### config.mk
export PLATFORM = sky130hd
export DESIGN_NAME = tx_fifo_wr_arb
export DESIGN_NICKNAME = d
export VERILOG_FILES = /design/src/rtl/tx_fifo_wr_arb.sv
export SDC_FILE = /design/constraint.sdc
export NUM_CORES = 1
export LEC_CHECK = 0
export ABC_AREA = 1
export CAP_MARGIN = 10
export CORE_MARGIN = 5
export CORE_UTILIZATION = 39
export CTS_CLUSTER_SIZE = 28
export DETAILED_ROUTE_END_ITERATION = 6
export PLACE_DENSITY = 0.8
export SLEW_MARGIN = 0
export SYNTH_ARGS = -nofsm -noshare
export SYNTH_HDL_FRONTEND = slang
export SYNTH_SLANG_ARGS = --single-unit
### constraint.sdc
create_clock -name i_wclk -period 1.5 [get_ports i_wclk]
set_input_delay 0.3 -clock i_wclk [delete_from_list [all_inputs] [get_ports i_wclk]]
set_output_delay 0.3 -clock i_wclk [all_outputs]
set_load 0.01 [all_outputs]
### src/rtl/tx_fifo_wr_arb.sv
// Write-side packet arbiter for the tx async FIFO: round-robin grant per packet,
// words tagged {src_id, last, data}, new packets held off while the FIFO is almost full.
module tx_fifo_wr_arb #(
  parameter int NUM_SRC    = 4,
  parameter int SRC_W      = 2,
  parameter int DATA_WIDTH = 8,
  parameter int MAX_PKT    = 64
) (
  input  logic                            i_wclk,
  input  logic                            i_wrst_n,
  input  logic [NUM_SRC-1:0]              i_valid,
  input  logic [NUM_SRC*DATA_WIDTH-1:0]   i_data,
  input  logic [NUM_SRC-1:0]              i_last,
  output logic [NUM_SRC-1:0]              o_ready,
  output logic                            o_push,
  output logic [DATA_WIDTH+SRC_W:0]       o_wdata,
  input  logic                            i_wren,
  input  logic                            i_afull,
  output logic [NUM_SRC-1:0]              o_grant,
  output logic                            o_busy,
  output logic                            o_trunc
);

  localparam int CNT_W = $clog2(MAX_PKT);
  localparam logic [0:0] ST_IDLE = 1'b0;
  localparam logic [0:0] ST_XFER = 1'b1;

  logic [0:0]            state_reg;
  logic [NUM_SRC-1:0]    grant_reg;
  logic [SRC_W-1:0]      gidx_reg;
  logic [SRC_W-1:0]      rr_ptr_reg;
  logic [CNT_W-1:0]      beat_cnt_reg;
  logic                  trunc_reg;

  logic                  win_found;
  logic [SRC_W-1:0]      win_idx;
  logic                  xfer;
  logic                  cur_valid;
  logic                  cur_last;
  logic [DATA_WIDTH-1:0] cur_data;
  logic                  trunc_beat;
  logic                  accept;
  logic [SRC_W-1:0]      rr_ptr_next;

  // Two descending scans: the lowest index at/after rr_ptr wins, else the lowest below it.
  always_comb begin
    win_found = 1'b0;
    win_idx   = '0;
    for (int k = NUM_SRC - 1; k >= 0; k--) begin
      if (i_valid[k] && (k < int'(rr_ptr_reg))) begin
        win_found = 1'b1;
        win_idx   = SRC_W'(k);
      end
    end
    for (int k = NUM_SRC - 1; k >= 0; k--) begin
      if (i_valid[k] && (k >= int'(rr_ptr_reg))) begin
        win_found = 1'b1;
        win_idx   = SRC_W'(k);
      end
    end
  end

  assign xfer        = (state_reg == ST_XFER);
  assign cur_valid   = i_valid[gidx_reg];
  assign cur_last    = i_last[gidx_reg];
  assign cur_data    = i_data[gidx_reg*DATA_WIDTH +: DATA_WIDTH];
  assign trunc_beat  = (beat_cnt_reg == CNT_W'(MAX_PKT - 1));
  assign accept      = xfer & i_wren;
  assign rr_ptr_next = (gidx_reg == SRC_W'(NUM_SRC - 1)) ? '0 : gidx_reg + 1'b1;

  assign o_push  = xfer & cur_valid;
  assign o_wdata = xfer ? {gidx_reg, cur_last | trunc_beat, cur_data} : '0;
  // Ready follows the controller's write enable only, so it never loops back into valid.
  assign o_ready = grant_reg & {NUM_SRC{i_wren}};
  assign o_grant = grant_reg;
  assign o_busy  = xfer;
  assign o_trunc = trunc_reg;

  always_ff @(posedge i_wclk or negedge i_wrst_n) begin
    if (!i_wrst_n) begin
      state_reg    <= ST_IDLE;
      grant_reg    <= '0;
      gidx_reg     <= '0;
      rr_ptr_reg   <= '0;
      beat_cnt_reg <= '0;
      trunc_reg    <= 1'b0;
    end else begin
      trunc_reg <= 1'b0;
      case (state_reg)
        ST_IDLE: begin
          if (win_found && !i_afull) begin
            state_reg    <= ST_XFER;
            grant_reg    <= NUM_SRC'(1) << win_idx;
            gidx_reg     <= win_idx;
            beat_cnt_reg <= '0;
          end
        end
        default: begin
          if (accept) begin
            if (cur_last || trunc_beat) begin
              state_reg    <= ST_IDLE;
              grant_reg    <= '0;
              rr_ptr_reg   <= rr_ptr_next;
              beat_cnt_reg <= '0;
              trunc_reg    <= trunc_beat & ~cur_last;
            end else begin
              beat_cnt_reg <= beat_cnt_reg + 1'b1;
            end
          end
        end
      endcase
    end
  end

endmodule

* Yosys cells after proc, flatten, opt, wreduce, memory -nomap -nowiden
Index checks and enable logic that the tools add are counted.
Word-level totals: output and inout bits 22, logic and storage cells 77, register bits after elaboration 16, input bits 44
Cells by class: bitwise gates (word level) 7, $add $sub $neg 2, shift operators 2, $lt $le $gt $ge 7, mux-type cells 35, reduce and logical (&&, ||, !) cells 14, equality and inequality tests 4
Operator list (number):
- $shiftx 32x6->8 | 1
- $mux 6 | 4
- $mux 1 | 16
- $mux 2 | 8
- $mux 4 | 4
- $mux 11 | 1
- $logic_and 1x1->1 | 7
- $add 6x1->6 const B | 1
- $eq 6x6->1 const B | 1
- $reduce_and 3->1 | 2
- $and 4x4->4 | 1
- $bmux 1 s2 | 2
- $ge 1x2->1 const A | 2
- $lt 1x2->1 const A | 2
- $ne 2x1->1 const B | 2
- $reduce_and 2->1 | 2
- $shl 1x2->4 const A | 1
- $and 1x1->1 | 3
- $lt 2x3->1 const B | 1
- $add 2x1->2 const B | 1
- $eq 2x2->1 const B | 1
- $ge 2x2->1 const A | 1
- $lt 2x2->1 const A | 1
- $not 1->1 | 2
- 4 further kinds | 4

* Depth between registers and ports, before layout
word-level depth 12, mapped depth 10, gate-level depth less buffers 9

* Worst setup path after synthesis
No wires, ideal clock.
kind reg2out, start point register beat_cnt_reg[0], end point output o_wdata[8], buffers on the path 0, data arrival time 1.138 ns, slack 0.062 ns, stages on the path, launching flop included 8, data required time 1.200 ns, cell sequence dfrtp_1 > ha_1 > nand3_1 > nor2_1 > nand2_1 > nand2_2 > inv_2 > nor2_1
On the way: cells in the longest elaborated chain, start to end 3
RTL lines:
- start, declared | RTL line 32 | logic [CNT_W-1:0] beat_cnt_reg;
- start signal, assigned | RTL line 107 | beat_cnt_reg <= beat_cnt_reg + 1'b1;
- $eq 6x6->1 | RTL line 67 | assign trunc_beat = (beat_cnt_reg == CNT_W'(MAX_PKT - 1));
- $or 1x1->1 | RTL line 72 | assign o_wdata = xfer ? {gidx_reg, cur_last | trunc_beat, cur_data} : '0;
- $mux 11 | RTL line 72
- end, declared | RTL line 16 | output logic [DATA_WIDTH+SRC_W:0] o_wdata,
Every way passes these cells.

* Worst setup path in the final report
start point register gidx_reg[0], end point output o_wdata[1]
On the way: cells in the longest elaborated chain, start to end 2
RTL lines:
- start, declared | RTL line 30 | logic [SRC_W-1:0] gidx_reg;
- start signal, assigned | RTL line 94 | gidx_reg <= win_idx;
- $shiftx 32x6->8 | RTL line 66 | assign cur_data = i_data[gidx_reg*DATA_WIDTH +: DATA_WIDTH];
- $mux 11 | RTL line 72
Every way passes these cells.

==> impl_metrics.yaml <==
run_status:
  outcome: "finished, violations left"
  violations: "setup timing"
synth:
  postSynthCellCount: 196
  ys_ff_latch: 16
  synth.avg_cell_area_um2: 6.256
  yosysUniqueCellTypes: 22
  ys_top_cells_by_area: "dfrtp_1, nor2_1, nand2_1"
  synth_top_cell_by_area: "dfrtp_1"
  seq_area_frac_synth_pct: 32.65
  syn_nets: 242
  synth_top_cell_area_share_pct: 32.65
  mappedNetlistArea_um2: 1226
  synth_warnings: 0
finish:
  seq_area_um2: 402.9
  synthToLayoutAreaGrowth_pct: 86.74
  fin_nets: 342
  insertedDiodeCount: 0
  fillers: 238
  multi_input_area_um2: 779.5
  drive_above_1_share_pct: 27.46
  stdcell_area_um2: 2290
  largest_reg_flops: 6
floorplanning:
  ios: 66
  die-area_um2: 4365
  die_w_um: 66.07
  rows: 20
  start_util_pct: 40.50
  fp.coreArea_um2: 3028
  die_height_um: 66.07
clock_tree:
  h-tree-depth: 1
  cts_buffer_depth: 2
  worstSkewPairLatency_ns: 0.29
  path_clk_slew_ns: 0.10
  cts.sink_count: 16
  cts_tree: "yes"
  cts_root_buf: "clkbuf_4"
  numCtsBuffers: 3
timing:
  relSlewSlack_pct: 74.81
  fin_crit_sh_pct: 120.7
  skew_ns: 0.002724
  period_needed_ns: 1.811
  hold_viol_final: 0
  tightest_slew_ns: 0.3774
  rsz0062_at_grt: "yes"
  slew_viol_final: 0
  setup_viol: 11
  setup_ws_ns: -0.3109
  timing.fmax_ghz: 0.5522
detailed_routing:
  drt-met1-wl_um: 1820
  via_per_inst: 4.735
  drt-initial-drc-count: 72
  drcViolationCount: 0
  route.met3.wl_um: 154
  firstDrtPassIters: 4
  dr_total_vias: 1605
  wl_per_cell_um: 13.32
  ant_nets: 0
  wirelength_um: 4514
  route.met2.wl_um: 2462
  dr.max_layer_used: "met4"
worst_setup_path:
  worst-path-max-fanout: 13
  reg2regPathDepth: 10
  cpMaxStageDelayCell: "dfrtp_2"
  crit_chain: "inv_4 -> buf_4 -> o21ai_0 -> a21oi_1 -> clkdlybuf4s15_2"
  cp.arrival_ns: 1.51
  worst_path_largest_cell_delay_ns: 0.47
  end_kind: "output port"
  start_kind: "flop"
  r2r_slack_ns: 0.08
  crit_buf_inv: 3
  path_delay_family: "buffers and inverters"
  cp.depth: 5
  criticalPathCategory: "reg2out"
  required_ns: 1.20
pwr:
  total_power_uw: 3488
  p_leak_uw: 0.001160
  p_per_area_nw_per_um2: 1523
  ir_drop_mv: 0.9179
placement:
  dp_slack_ns: -0.5361
  post_dp_cell_area_um2: 2132
  port_buffers: 65
  dpl.hpwl_um: 3354
  gp_congestion: 0.8249
global_route:
  grt_pass1_vias: 1660
  grtUsageTotal_pct: 21.80
  grt_first_pass_wirelength_um: 7383
  antenna_found_initial: 0
  grt_max_degree: 17
  grt-ovfl-total: 0
min_path:
  hp-class: "in2async"
run:
  cap_violations: 0
stage by stage:
stage | utilization (%) | hold WS, ns | TNS [ns] | instances
after floorplan | - | 0.004409 | 0 | 196
after global placement | 70.41 | 0.5188 | -6.565 | 328
after global routing | 75.62 | 0.3294 | -3.986 | 339
after CTS | 72.85 | 0.3187 | -2.879 | 335
final | 75.62 | 0.3199 | -2.834 | 339
after detailed placement | 70.41 | 0.5232 | -7.011 | 328
kinds of logic (layout without fill, tap and decap cells):
logic type / Yosys count / count (layout) / share of synthesized area, %
fa+ha+maj: 2 / 2 / 2.040
simple gates: 105 / 105 / 35.72
xor+xnor: 4 / 4 / 2.858
flops: 16 / 16 / 32.65
buf+inv: 28 / 127 / 9.489
compound gates: 41 / 41 / 17.25
power by group:
group          leakage (µW)  switching, µW  internal, µW
registers          0.000209            136           562
clock network     0.0000210            147           148
logic              0.000930           1290          1200
cells in the final DEF, fill, tap and decap left out, types with 3 or more instances in the layout:
| cell | n |
|---|---|
| o21ai_1 | 13 |
| nand3_1 | 13 |
| inv_4 | 3 |
| nand2_2 | 4 |
| o21ai_0 | 14 |
| buf_4 | 29 |
| a21oi_1 | 11 |
| clkbuf_4 | 3 |
| nand2_1 | 38 |
| buf_2 | 10 |
| dfrtp_1 | 14 |
| nand3_2 | 3 |
| buf_6 | 6 |
| clkdlybuf4s50_1 | 42 |
| inv_1 | 16 |
| dlygate4sd2_1 | 10 |
| nor2_1 | 33 |
| nor2_2 | 7 |
worst reg2reg max path: cells and delay by family (launching register included):
kind                   cells  cell delay (ns)
buffers and inverters      2             0.28
and+or+nand+nor            8             0.57
DFF                        1             0.47
final cells by class:
class,instances,area share (%)
clock buffers,4,1.585
inverters,21,3.770
multi-input cells,152,34.04
flip-flops and latches,16,17.60
well taps,44,2.404
repair buffers,102,40.60
timing repair:
action / 4_1_cts / 5_1_grt
resized for setup: 77 / 22
pin swaps: 4 / 8
hold buffers: 0 / 0
cloned: 1 / 0
buffers inserted: 2 / 4
endpoints found under the setup margin: 21 / 21
worst paths after layout:
kind / start / end
min reg2reg: o_grant[0] / o_grant[0]
max reg2reg: gidx_reg[0] / o_grant[1]
min: i_wrst_n / beat_cnt_reg[2]
max in group asynchronous: i_wrst_n / gidx_reg[1]
max: gidx_reg[0] / o_wdata[1]
min in group i_wclk: o_grant[0] / o_grant[0]
cell usage after synthesis:
cell and n:
ha_1 2, nand3_1 16, o31ai_1 1, nor2_1 41, inv_1 17, inv_2 4
xor2_1 2, o21ai_1 6, clkbuf_1 3, o21ai_2 1, xnor2_1 2, nand2_4 1
o21ai_0 21, nor3_1 2, buf_2 3, nor3b_1 1, a21oi_1 12, nand4_1 1
buf_6 1, nand2_1 40, dfrtp_1 16, nand2_2 3
layer usage:
layer	GRT usage [%]	vias up
met5	0	-
met2	40.05	31
met3	2.721	8
li1	-	828
met4	7.107	0
met1	26.00	738
No activity file was read; power rests on OpenSTA's default activity.
